File: config.mk
export PLATFORM = sky130hd
export DESIGN_NAME = bist_sequencer
export DESIGN_NICKNAME = d
export VERILOG_FILES = /design/src/rtl/bist_sequencer.sv
export SDC_FILE = /design/constraint.sdc
export NUM_CORES = 1
export LEC_CHECK = 0
export BUFFER_PORTS_ARGS = -buffer_cell sky130_fd_sc_hd__buf_2
export CORE_MARGIN = 5
export CORE_UTILIZATION = 47
export CTS_BUF_LIST = sky130_fd_sc_hd__clkbuf_2
export DETAILED_ROUTE_END_ITERATION = 6
export PLACE_DENSITY = 0.7
export RECOVER_POWER = 50
export SLEW_MARGIN = 20
export SYNTH_ARGS = -nofsm -noshare
export SYNTH_HDL_FRONTEND = slang
export SYNTH_SLANG_ARGS = --single-unit
File: constraint.sdc
create_clock -name CLK -period 2.8 [get_ports CLK]
set_clock_uncertainty 0.05 [all_clocks]
set_input_delay 0.42 -clock CLK [delete_from_list [all_inputs] [get_ports CLK]]
set_output_delay 0.42 -clock CLK [all_outputs]
set_load 0.02 [all_outputs]
File: src/rtl/bist_sequencer.sv
// Memory BIST sequencer: steps the engine through the enabled pattern modes (LFSR, Gray, Binary),
// counts compare failures, captures the first failing mode/address and reports DONE/PASS.
module bist_sequencer #(
    parameter int ITER_CNT   = 1024,
    parameter int CNT_W      = 16,
    parameter int DRAIN_CYC  = 4,
    parameter int FAIL_CNT_W = 16
) (
    input  logic                  CLK,
    input  logic                  RST,
    input  logic                  START,
    input  logic                  ABORT,
    input  logic [2:0]            MODE_EN,
    input  logic                  BIST_FAIL_VALID,
    input  logic                  BIST_FAIL,
    input  logic [15:0]           BIST_FAIL_ADDR,
    output logic                  BIST_EN,
    output logic [2:0]            BIST_MODE,
    output logic                  BUSY,
    output logic                  DONE,
    output logic                  PASS,
    output logic                  ABORTED,
    output logic [FAIL_CNT_W-1:0] FAIL_CNT,
    output logic [2:0]            FIRST_FAIL_MODE,
    output logic [15:0]           FIRST_FAIL_ADDR
);

    typedef enum logic [1:0] {
        S_IDLE   = 2'd0,
        S_RUN    = 2'd1,
        S_DRAIN  = 2'd2,
        S_FINISH = 2'd3
    } state_e;

    localparam logic [CNT_W-1:0] RUN_LAST   = CNT_W'(ITER_CNT * 4 - 1);
    localparam logic [CNT_W-1:0] DRAIN_LAST = CNT_W'(DRAIN_CYC - 1);

    state_e                  state_q, state_d;
    logic [CNT_W-1:0]        cnt_q, cnt_d;
    logic [2:0]              cur_mode_q, cur_mode_d;
    logic [2:0]              mask_q, mask_d;
    logic                    bist_en_q, bist_en_d;
    logic [2:0]              bist_mode_q, bist_mode_d;
    logic                    busy_q, busy_d;
    logic                    done_q, done_d;
    logic                    pass_q, pass_d;
    logic                    aborted_q, aborted_d;
    logic [FAIL_CNT_W-1:0]   fail_cnt_q, fail_cnt_d;
    logic [2:0]              ff_mode_q, ff_mode_d;
    logic [15:0]             ff_addr_q, ff_addr_d;
    logic                    fail_ev_s;
    logic [2:0]              next_mode_s;

    function automatic logic [2:0] lowest_mode(input logic [2:0] m);
        logic [2:0] r;
        if (m[0])      r = 3'b001;
        else if (m[1]) r = 3'b010;
        else if (m[2]) r = 3'b100;
        else           r = 3'b000;
        return r;
    endfunction

    // Next enabled mode strictly above the current one; zero when none remain.
    function automatic logic [2:0] higher_mode(input logic [2:0] m, input logic [2:0] cur);
        logic [2:0] r;
        case (cur)
            3'b001: begin
                if (m[1])      r = 3'b010;
                else if (m[2]) r = 3'b100;
                else           r = 3'b000;
            end
            3'b010: begin
                if (m[2]) r = 3'b100;
                else      r = 3'b000;
            end
            default: r = 3'b000;
        endcase
        return r;
    endfunction

    assign fail_ev_s   = BIST_FAIL_VALID & BIST_FAIL & ((state_q == S_RUN) | (state_q == S_DRAIN));
    assign next_mode_s = higher_mode(mask_q, cur_mode_q);

    // Next-state, output and result-capture logic.
    always_comb begin
        state_d     = state_q;
        cnt_d       = cnt_q;
        cur_mode_d  = cur_mode_q;
        mask_d      = mask_q;
        bist_en_d   = 1'b0;
        bist_mode_d = 3'b000;
        busy_d      = 1'b0;
        done_d      = 1'b0;
        pass_d      = pass_q;
        aborted_d   = aborted_q;
        fail_cnt_d  = fail_cnt_q;
        ff_mode_d   = ff_mode_q;
        ff_addr_d   = ff_addr_q;

        case (state_q)
            S_IDLE: begin
                if (START && !ABORT) begin
                    fail_cnt_d = '0;
                    ff_mode_d  = 3'b000;
                    ff_addr_d  = 16'h0000;
                    pass_d     = 1'b0;
                    aborted_d  = 1'b0;
                    cnt_d      = '0;
                    mask_d     = MODE_EN;
                    cur_mode_d = lowest_mode(MODE_EN);
                    if (MODE_EN != 3'b000) begin
                        state_d = S_RUN;
                    end else begin
                        state_d = S_FINISH;
                    end
                end else begin
                    state_d = S_IDLE;
                end
            end
            S_RUN: begin
                busy_d = 1'b1;
                if (ABORT) begin
                    aborted_d = 1'b1;
                    cnt_d     = '0;
                    state_d   = S_FINISH;
                end else begin
                    bist_en_d   = 1'b1;
                    bist_mode_d = cur_mode_q;
                    if (cnt_q == RUN_LAST) begin
                        cnt_d   = '0;
                        state_d = S_DRAIN;
                    end else begin
                        cnt_d = cnt_q + CNT_W'(1);
                    end
                end
            end
            S_DRAIN: begin
                busy_d = 1'b1;
                if (ABORT) begin
                    aborted_d = 1'b1;
                    cnt_d     = '0;
                    state_d   = S_FINISH;
                end else begin
                    bist_mode_d = cur_mode_q;
                    if (cnt_q == DRAIN_LAST) begin
                        cnt_d = '0;
                        if (next_mode_s != 3'b000) begin
                            cur_mode_d = next_mode_s;
                            state_d    = S_RUN;
                        end else begin
                            state_d = S_FINISH;
                        end
                    end else begin
                        cnt_d = cnt_q + CNT_W'(1);
                    end
                end
            end
            S_FINISH: begin
                done_d  = 1'b1;
                pass_d  = (fail_cnt_q == '0) & ~aborted_q;
                state_d = S_IDLE;
            end
            default: begin
                state_d = S_IDLE;
            end
        endcase

        if (fail_ev_s) begin
            if (fail_cnt_q != '1) begin
                fail_cnt_d = fail_cnt_q + FAIL_CNT_W'(1);
            end else begin
                fail_cnt_d = fail_cnt_q;
            end
            if (fail_cnt_q == '0) begin
                ff_mode_d = cur_mode_q;
                ff_addr_d = BIST_FAIL_ADDR;
            end else begin
                ff_mode_d = ff_mode_q;
                ff_addr_d = ff_addr_q;
            end
        end else begin
            fail_cnt_d = fail_cnt_d;
        end
    end

    // State, counters and registered outputs with synchronous reset.
    always_ff @(posedge CLK) begin
        if (RST) begin
            state_q     <= S_IDLE;
            cnt_q       <= '0;
            cur_mode_q  <= 3'b000;
            mask_q      <= 3'b000;
            bist_en_q   <= 1'b0;
            bist_mode_q <= 3'b000;
            busy_q      <= 1'b0;
            done_q      <= 1'b0;
            pass_q      <= 1'b0;
            aborted_q   <= 1'b0;
            fail_cnt_q  <= '0;
            ff_mode_q   <= 3'b000;
            ff_addr_q   <= 16'h0000;
        end else begin
            state_q     <= state_d;
            cnt_q       <= cnt_d;
            cur_mode_q  <= cur_mode_d;
            mask_q      <= mask_d;
            bist_en_q   <= bist_en_d;
            bist_mode_q <= bist_mode_d;
            busy_q      <= busy_d;
            done_q      <= done_d;
            pass_q      <= pass_d;
            aborted_q   <= aborted_d;
            fail_cnt_q  <= fail_cnt_d;
            ff_mode_q   <= ff_mode_d;
            ff_addr_q   <= ff_addr_d;
        end
    end

    assign BIST_EN         = bist_en_q;
    assign BIST_MODE       = bist_mode_q;
    assign BUSY            = busy_q;
    assign DONE            = done_q;
    assign PASS            = pass_q;
    assign ABORTED         = aborted_q;
    assign FAIL_CNT        = fail_cnt_q;
    assign FIRST_FAIL_MODE = ff_mode_q;
    assign FIRST_FAIL_ADDR = ff_addr_q;

endmodule

==> impl_metrics.toml <==
[finish]
syn2layout_area_growth_pct = 15.4
mostFrequentLayoutCells = "dfxtp_1, clkbuf_1, a21oi_1"
stdcell_area_sq_um = 3720
n_antenna_cell = 0
final_nets = 480
fillCellCount = 684
final_common_cell = "dfxtp_1"
drive_gt1_frac = 0.139

[routing]
via_count = 3024
via_per_inst = 5.68
drc = 0
wl_per_cell_um = 14.7
drtIter0Drc = 151
drt_pre_antenna_iters = 6
drt_wl_total_um = 7820
ant_nets = 0

[global_routing]
busiest_layer = "met2"
antenna_found_initial = 0
grt.met2_usage = 0.278
overflow = 0
grt_use_met3 = 0.0569
gr-usage-all-layers = 0.182
grt_pass1_vias = 2749
grt_pass1_wl_um = 12800
grt_max_degree = 26
met1_usage = 0.242

[critical_path]
worstPathCellList = "inv_1 -> ha_1 -> nand3_1 -> a21o_1 -> a2111oi_1 -> xnor2_1 -> nor2_1"
crit_start = "state_q[1]"
crit_required_ns = 3.16
worstPathArrival_ns = 2.81
cp_max_fo = 11
crit_path_end_kind = "flop"
r2r_start = "state_q[1]"
crit_type = "flop to flop"
max_stage_delay_ns = 0.47
critPathSlowestCell = "a2111oi_1"
cp-start-kind = "flop"

[outcome]
status = "finished, final reports clean"

[floorplan]
die_h_um = 92.9
io-pin-count = 68
rows = 30
start_util = 0.478
die_w_um = 92.9
core_sq_um = 6760
die_area_sq_um = 8620

[clocking]
cts_resized = 0
cts_buffers = 9
insertion_delay_ns = 0.52
tritoncts = "done"
clk_path_buf_depth = 2
clk_pin_slew_worst_paths_ns = 0.22
cts_root_buf = "clkbuf_2"
cts_sinks = 66
cts_setup_buffers = 0
htree_levels = 3

[synth]
yosysTopAreaCell = "dfxtp_1"
syn_area_sq_um = 3230
synth_edf_count = 0
synth_top_area_share = 0.409
yosysSeqAreaShare = 0.409
synth_area_leaders = "dfxtp_1, a21oi_1, nand3_1, nand2_1, nor2_1"
synth.avg_cell_area_sq_um = 8.47
synth-async-reset-ratio = 0
synth.net_count = 414
syn_inst = 381
ys_warn_count = 0
synth_seq_cells = 66
yosys.cell_types.count = 56
synthFlopType = "dfxtp_1"

[hold_path]
worstHoldPathType = "primary input to flop"
holdCritStartpoint = "BIST_FAIL_ADDR[7]"

[place]
portBuffers = 67
hpwl_um = 5740
placed_cell_area_sq_um = 3620
place_congestion = 0.882
pre_cts_slack_ns = 0.407

[pwr]
leakage_nw = 1.28
peakVddDrop_mv = 0.217
power.density_nw_per_um2 = 515

[sta]
fin_crit_sh = 0.872
worst_slack_ns = 0.358
worst_pin_slew_ns = 0.717
slew_headroom = 0.518
setup_tns_ns = 0
period_needed_ns = 2.44
rsz0062_at_grt = "no"
clock.fmax_mhz = 409
slew_viol_final = 0
hold_viol_final = 0
finalSetupViolCount = 0
hold_ws_ns = 0.0522

[job]
drv_cap = 0
-- flip-flops by register name, summed over array words and instances, names as in the netlist --
signal and cells:
FAIL_CNT 16, FIRST_FAIL_ADDR 16, cnt_q 16, BIST_MODE 3, FIRST_FAIL_MODE 3, cur_mode_q 3
mask_q 2, state_q 2, ABORTED 1, BIST_EN 1, BUSY 1, DONE 1
PASS 1
-- worst max-delay path, delay by kind of cell, from the launching register on --
family	cells	cell delay (ns)
flops	1	0.41
compound gates	2	0.81
simple gates	2	0.39
buf+inv	1	0.10
fa+ha+maj	1	0.43
xor+xnor	1	0.17
-- repair_timing --
action | in CTS | in global routing
setup endpoints to repair | 0 | 0
hold buffers | 0 | 1
hold endpoints to repair | 0 | 1
-- Yosys cell counts (all sizes together) (3+ instances only) --
library cell,count
a2111oi,3
a211oi,5
a21o,4
a21oi,42
and3,5
and4,3
buf,5
clkbuf,12
dfxtp,66
ha,8
inv,11
nand2,38
nand2b,5
nand3,36
nand3b,3
nand4,10
nor2,34
nor3,14
nor3b,4
nor4,7
o211ai,5
o21ai,7
or4,4
xnor2,11
xor2,13
-- path summary, 6_finish.rpt --
path | to | slack [ns] | cells after the start
max | FAIL_CNT[15] | 0.36 | 7
min | FIRST_FAIL_ADDR[7] | 0.05 | 3
max reg2reg | FAIL_CNT[15] | 0.36 | 7
min reg2reg | FIRST_FAIL_ADDR[13] | 0.43 | 2
-- routing by layer --
| metal | up-vias | wire length [um] |
|---|---|---|
| met2 | 76 | 3470 |
| met1 | 1426 | 3800 |
| met5 | - | 0 |
| met4 | 0 | 108 |
| met3 | 11 | 446 |
| li1 | 1511 | - |
-- logic make-up (layout without fill, tap and decap cells) --
family,count (synthesis),after routing,share of synthesized area
XOR/XNOR,24,24,0.0651
multiplexers,3,3,0.00969
AO/OA/AOI/OAI,81,81,0.168
AND/OR/NAND/NOR,171,171,0.283
adder cells (fa/ha/maj),8,8,0.0310
buffers and inverters,28,99,0.0341
flip-flops,66,66,0.409
-- metrics by stage --
step | cells | total power, W | util
floorplan | 381 | 0.00118 | -
global placement | 515 | 0.00126 | 0.536
detailed placement | 515 | 0.00127 | 0.536
CTS | 531 | 0.00194 | 0.558
global route | 532 | 0.00202 | 0.551
finish | 532 | 0.00192 | 0.551
-- report_power, final --
part           switching, W  internal, W
combinational      0.000179    0.0000834
clock              0.000367     0.000303
sequential        0.0000202     0.000965
-- layout make-up --
class                      instances  area, sq um  share of cell area
inverter                          11         41.3              0.0111
clock inverter                     7         98.8              0.0265
sequential                        66         1320               0.355
timing repair buffer              72          322              0.0864
multi-input combinational        287         1800               0.482
clock buffer                       9         45.0              0.0121
tap                               80          100              0.0269
Note: power is estimated with default switching activity, not from simulation.
